## src/rtl/jtag_tap_ctrl.sv

```systemverilog
// IEEE 1149.1 TAP controller: 16-state TMS decoder, 4-bit instruction register,
// IDCODE/BYPASS data registers and the falling-edge TDO multiplexer.
module jtag_tap_ctrl #(
    parameter int unsigned IR_LEN     = 4,
    parameter logic [31:0] IDCODE_VAL = 32'h1180_0001
) (
    input  logic tck_i,
    input  logic trst_ni,
    input  logic tms_i,
    input  logic tdi_i,
    input  logic bs_chain_tdo_i,
    input  logic mbist_tdo_i,
    input  logic debug_tdo_i,
    output logic tdo_o,
    output logic tdo_oe_o,
    output logic test_logic_reset_o,
    output logic capture_dr_o,
    output logic shift_dr_o,
    output logic pause_dr_o,
    output logic update_dr_o,
    output logic extest_select_o,
    output logic sample_preload_select_o,
    output logic mbist_select_o,
    output logic debug_select_o
);

    typedef enum logic [3:0] {
        TLR, RTI,
        SEL_DR, CAP_DR, SH_DR, EX1_DR, PAU_DR, EX2_DR, UPD_DR,
        SEL_IR, CAP_IR, SH_IR, EX1_IR, PAU_IR, EX2_IR, UPD_IR
    } state_e;

    localparam logic [IR_LEN-1:0] OP_EXTEST  = IR_LEN'(4'b0000);
    localparam logic [IR_LEN-1:0] OP_IDCODE  = IR_LEN'(4'b0001);
    localparam logic [IR_LEN-1:0] OP_SAMPLE  = IR_LEN'(4'b0010);
    localparam logic [IR_LEN-1:0] OP_MBIST   = IR_LEN'(4'b1000);
    localparam logic [IR_LEN-1:0] OP_DEBUG   = IR_LEN'(4'b1001);
    localparam logic [IR_LEN-1:0] IR_CAPTURE = IR_LEN'(4'b0101);

    state_e              state_q, state_d;
    logic [IR_LEN-1:0]   ir_q, ir_d;
    logic [IR_LEN-1:0]   ir_sr_q, ir_sr_d;
    logic [31:0]         idcode_sr_q, idcode_sr_d;
    logic                bypass_q, bypass_d;
    logic                tdo_q, tdo_d;
    logic                tdo_oe_q, tdo_oe_d;

    logic is_extest, is_sample, is_mbist, is_debug, is_idcode, is_bypass;

    always_comb begin
        state_d = state_q;
        case (state_q)
            TLR:    state_d = tms_i ? TLR    : RTI;
            RTI:    state_d = tms_i ? SEL_DR : RTI;
            SEL_DR: state_d = tms_i ? SEL_IR : CAP_DR;
            CAP_DR: state_d = tms_i ? EX1_DR : SH_DR;
            SH_DR:  state_d = tms_i ? EX1_DR : SH_DR;
            EX1_DR: state_d = tms_i ? UPD_DR : PAU_DR;
            PAU_DR: state_d = tms_i ? EX2_DR : PAU_DR;
            EX2_DR: state_d = tms_i ? UPD_DR : SH_DR;
            UPD_DR: state_d = tms_i ? SEL_DR : RTI;
            SEL_IR: state_d = tms_i ? TLR    : CAP_IR;
            CAP_IR: state_d = tms_i ? EX1_IR : SH_IR;
            SH_IR:  state_d = tms_i ? EX1_IR : SH_IR;
            EX1_IR: state_d = tms_i ? UPD_IR : PAU_IR;
            PAU_IR: state_d = tms_i ? EX2_IR : PAU_IR;
            EX2_IR: state_d = tms_i ? UPD_IR : SH_IR;
            UPD_IR: state_d = tms_i ? SEL_DR : RTI;
        endcase
    end

    // Raw opcode decode; anything unrecognised falls through to BYPASS.
    always_comb begin
        is_extest = (ir_q == OP_EXTEST);
        is_sample = (ir_q == OP_SAMPLE);
        is_mbist  = (ir_q == OP_MBIST);
        is_debug  = (ir_q == OP_DEBUG);
        is_idcode = (ir_q == OP_IDCODE);
        is_bypass = !(is_extest || is_sample || is_mbist || is_debug || is_idcode);
    end

    always_comb begin
        ir_sr_d     = ir_sr_q;
        ir_d        = ir_q;
        idcode_sr_d = idcode_sr_q;
        bypass_d    = bypass_q;

        if (state_q == CAP_IR)
            ir_sr_d = IR_CAPTURE;
        else if (state_q == SH_IR)
            ir_sr_d = {tdi_i, ir_sr_q[IR_LEN-1:1]};

        if (state_q == TLR)
            ir_d = OP_IDCODE;
        else if (state_q == UPD_IR)
            ir_d = ir_sr_q;

        if (state_q == CAP_DR) begin
            idcode_sr_d = IDCODE_VAL;
            bypass_d    = 1'b0;
        end else if (state_q == SH_DR) begin
            if (is_idcode) idcode_sr_d = {tdi_i, idcode_sr_q[31:1]};
            if (is_bypass) bypass_d    = tdi_i;
        end
    end

    always_comb begin
        tdo_d    = 1'b0;
        tdo_oe_d = 1'b0;
        if (state_q == SH_IR) begin
            tdo_oe_d = 1'b1;
            tdo_d    = ir_sr_q[0];
        end else if (state_q == SH_DR) begin
            tdo_oe_d = 1'b1;
            if (is_extest || is_sample) tdo_d = bs_chain_tdo_i;
            else if (is_mbist)          tdo_d = mbist_tdo_i;
            else if (is_debug)          tdo_d = debug_tdo_i;
            else if (is_idcode)         tdo_d = idcode_sr_q[0];
            else                        tdo_d = bypass_q;
        end
    end

    always_comb begin
        test_logic_reset_o      = (state_q == TLR);
        capture_dr_o            = (state_q == CAP_DR);
        shift_dr_o              = (state_q == SH_DR);
        pause_dr_o              = (state_q == PAU_DR);
        update_dr_o             = (state_q == UPD_DR);
        extest_select_o         = (state_q != TLR) && is_extest;
        sample_preload_select_o = (state_q != TLR) && is_sample;
        mbist_select_o          = (state_q != TLR) && is_mbist;
        debug_select_o          = (state_q != TLR) && is_debug;
        tdo_o                   = tdo_q;
        tdo_oe_o                = tdo_oe_q;
    end

    always_ff @(posedge tck_i or negedge trst_ni) begin
        if (!trst_ni) begin
            state_q     <= TLR;
            ir_q        <= OP_IDCODE;
            ir_sr_q     <= '0;
            idcode_sr_q <= IDCODE_VAL;
            bypass_q    <= 1'b0;
        end else begin
            state_q     <= state_d;
            ir_q        <= ir_d;
            ir_sr_q     <= ir_sr_d;
            idcode_sr_q <= idcode_sr_d;
            bypass_q    <= bypass_d;
        end
    end

    // TDO launches on the falling edge so the far end can sample on the rise.
    always_ff @(negedge tck_i or negedge trst_ni) begin
        if (!trst_ni) begin
            tdo_q    <= 1'b0;
            tdo_oe_q <= 1'b0;
        end else begin
            tdo_q    <= tdo_d;
            tdo_oe_q <= tdo_oe_d;
        end
    end

endmodule
```

## config.mk

```make
export PLATFORM = sky130hd
export DESIGN_NAME = jtag_tap_ctrl
export DESIGN_NICKNAME = d
export VERILOG_FILES = /design/src/rtl/jtag_tap_ctrl.sv
export SDC_FILE = /design/constraint.sdc
export NUM_CORES = 1
export LEC_CHECK = 0
export ABC_AREA = 1
export BUFFER_PORTS_ARGS = -buffer_cell sky130_fd_sc_hd__buf_2
export CORE_AREA = 2 2 69 71
export CTS_CLUSTER_SIZE = 30
export DETAILED_ROUTE_END_ITERATION = 10
export DIE_AREA = 0 0 71 73
export PLACE_DENSITY_LB_ADDON = 0.12
export SETUP_SLACK_MARGIN = 0.1
export SYNTH_ARGS = -nofsm -noshare
export SYNTH_HDL_FRONTEND = slang
export SYNTH_SLANG_ARGS = --single-unit
```

## constraint.sdc

```tcl
create_clock -name tck_i -period 1.4 [get_ports tck_i]
set_clock_uncertainty 0.15 [all_clocks]
set_input_delay 0.14 -clock tck_i [delete_from_list [all_inputs] [get_ports tck_i]]
set_output_delay 0.14 -clock tck_i [all_outputs]
set_load 0.005 [all_outputs]
```

# Yosys cells after proc, flatten, opt, wreduce, memory -nomap -nowiden
# Cells that the tools add are included.
word_totals:
  output_inout_bits: 11
  elab_cells: 78
  inputBits: 7
  reg_bits: 47
op_classes:
  eq_ne: 20
  n_reduce_logical: 20
  mux: 31
ops:
  columns: ["op", "n"]
  rows:
  - ["$mux W32", 3]
  - ["$pmux W4 S12", 1]
  - ["$eq A4 B4 Y1 const B", 10]
  - ["$mux W4", 8]
  - ["$eq A4 B3 Y1 const B", 4]
  - ["$mux W1", 14]
  - ["$eq A4 B2 Y1 const B", 3]
  - ["$eq A4 B1 Y1 const B", 2]
  - ["$logic_not A4 Y1", 2]
  - ["$reduce_bool A2 Y1", 4]
  - ["$mux W2", 3]
  - ["$mux W3", 2]
  - ["$logic_and A1 B1 Y1", 4]
  - ["$logic_or A1 B1 Y1", 4]
  - ["$reduce_and A2 Y1", 2]
  - ["$reduce_bool A4 Y1", 1]
  - ["$reduce_or A2 Y1", 2]
  - ["$reduce_or A3 Y1", 1]
  - ["$ne A2 B2 Y1 const B", 1]

# Depth between registers and ports, before layout
depth:
  ltp_word: 8
  mapped_depth: 9
  mapped_depth_nobuf: 9

==> results.cfg <==
[status]
status = finished, violations left
violations = negative setup slack

[power]
peakVddDrop_mv = 1.43
leakage_uw = 0.00195
p_per_area_nw_per_um2 = 1850

[worst_setup_path]
start_kind = register
arrival_ns = 1.40
rr_worst_depth = 9
worstReg2RegStart = ir_q[0]
critPathCaptureType = register
critical_path_required_ns = 0.72
critPathMaxFanout = 6
crit_start = ir_q[0]
critPathKind = reg -> reg
timing.rr.end = tdo_o
rrSetupSlack_ns = -0.68

[global_route]
globalRouteOverflowTotal = 0
grt_max_degree = 37
antenna_found_initial = 0
grt_pass1_wl_mm = 10.8
grt_pass1_vias = 2276
grt_usage = 0.273

[route]
dr.first_iter.drc_count = 168
viasPerCell = 5.61
drc = 0
drt-total-wl_mm = 8.18
wl_per_cell_um = 19.2
ant_nets = 0
drtPass1Iterations = 4
num_vias = 2389

[run]
drv_cap = 0

[placement]
io_buffers = 17
place_area_sq_um = 2730
dp.cells = 379
dp_hpwl_mm = 3.39
gp_congestion = 0.936

[floorplan]
fp-row-count = 25
dieArea_sq_um = 5180
start_util = 0.503
dieHeight_um = 73
coreArea_sq_um = 4540
die_x_um = 71
ios = 18

[yosys]
yosysSeqAreaShare = 0.519
synth_area_sq_um = 2280
synth_cell_type_count = 27
syn_nets = 276
yosys_warnings = 0
avgSynthCellArea_sq_um = 8.47
synth_seq_cells = 47
synth_cells = 269

[final_layout]
fill_cells = 205
area_delta_synth_final_pct = 72.0
nNetsFinal = 378
antennaDiodeCount = 0
final_area_sq_um = 3920
layout.cells.non_filler = 426
layout-drive-gt1-share = 0.629

[timing]
setup_violations = 56
max_slew_margin = 0.666
hold_violations = 0
tightest_slew_ns = 0.495
finalMaxSlewViolations = 0
setup_ws_ns = -0.675
rsz0062_at_grt = yes
whs_ns = 0.176

[clock_network]
cts_buffer_depth = 2
clk_latency_ns = 0.32
cts_buffers = 5
cts_tree = built
cts_root_buf = clkbuf_8
cts_max_level = 2
path_clk_slew_ns = 0.10
cts_sinks = 47

[min_path]
hold_class = in -> async
state kept, by name, summed over array words and instances (netlist names):
| register | count |
|---|---|
| bypass_q | 1 |
| idcode_sr_q | 32 |
| ir_q | 4 |
| ir_sr_q | 4 |
| state_q | 4 |
| tdo_o | 1 |
| tdo_oe_o | 1 |
stage by stage:
stage | util | worst slack, ns | TNS [ns] | power, uW
6_report | 0.865 | -0.675 | -15.96 | 7250
5_1_grt | 0.865 | -0.774 | -18.99 | 7590
4_1_cts | 0.793 | -0.655 | -14.06 | 6400
3_5_place_dp | 0.602 | -0.644 | -8.27 | 4160
3_3_place_gp | 0.602 | -0.616 | -7.63 | 4130
2_1_floorplan | - | -0.683 | -2.36 | 3270
layout make-up:
class                      count  area, sq um  area share
clock buffer                   6         72.6      0.0185
clock inverter                 2         13.8     0.00351
inverter                      33          144      0.0367
multi-input combinational    186         1450       0.370
sequential                    47         1190       0.302
tap                           54         67.6      0.0172
timing repair buffer          98          987       0.252
cells in the final DEF (no fill, tap or decap), types with 8 or more instances in the layout:
cell type and count:
buf_4 39, inv_2 8, nand2_4 13, dfrtp_1 37, nand2_2 29, nand3_2 17
nor2_4 20, buf_6 29, o21ai_2 12, inv_1 20, buf_2 14, o21ai_1 9
nand2_1 45
where the power goes:
group          internal [uW]  switching [uW]  total [uW]
clock                    354             521         875
combinational           2080            2270        4350
sequential              1750             279        2030
synth_stat cells, drive strengths merged:
| cell | instances | area (sq um) |
|---|---|---|
| o31ai | 2 | 15.0 |
| a2bb2oi | 2 | 17.5 |
| nand3 | 27 | 148 |
| o211ai | 3 | 22.5 |
| dfstp | 5 | 131 |
| o21ai | 23 | 115 |
| inv | 33 | 131 |
| nand4 | 1 | 6.26 |
| buf | 7 | 70.1 |
| a21oi | 6 | 30.0 |
| dfrtp | 40 | 1000 |
| dfrtn | 2 | 50.1 |
| nor3 | 1 | 5.00 |
| o22ai | 5 | 31.3 |
| nor2 | 24 | 153 |
| nand2 | 88 | 353 |
kinds of logic after synthesis:
group                  after synthesis  synth area share
DFF                                 47             0.519
AOI/OAI and AO/OA                   41             0.102
buffers and inverters               40            0.0884
and+or+nand+nor                    141             0.291
repair_timing:
action,4_1_cts,5_1_grt
cloned,7,1
endpoints found under the hold margin,44,0
hold buffers,3,0
buffers inserted,18,16
setup endpoints to repair,58,58
pin swaps,37,26
resized for setup,131,74
worst max-delay path by stage:
stage	to	cells past startpoint	slack, ns
finish	tdo_o	9	-0.68
floorplan	tdo_o	9	-0.68
global route	tdo_o	9	-0.77
detailed placement	tdo_o	6	-0.64
CTS	tdo_o	9	-0.65
global placement	tdo_o	9	-0.62
critical path: stages (launching register included):
cell     delay [ns]
dfstp_2        0.56
inv_4          0.05
nor2_4         0.11
nand2_4        0.06
nand2_2        0.05
nand2_1        0.05
nand2_1        0.07
nand2_1        0.05
nand2_1        0.05
nand2_1        0.04
routing by layer:
metal / part of all wire / GRT usage / up-vias
li1: - / - / 1071
met1: 0.40 / 0.359 / 1217
met2: 0.53 / 0.462 / 78
met3: 0.046 / 0.0470 / 23
met4: 0.024 / 0.0860 / 0
met5: 0 / 0 / -
Power figures use the tool's default switching activity.
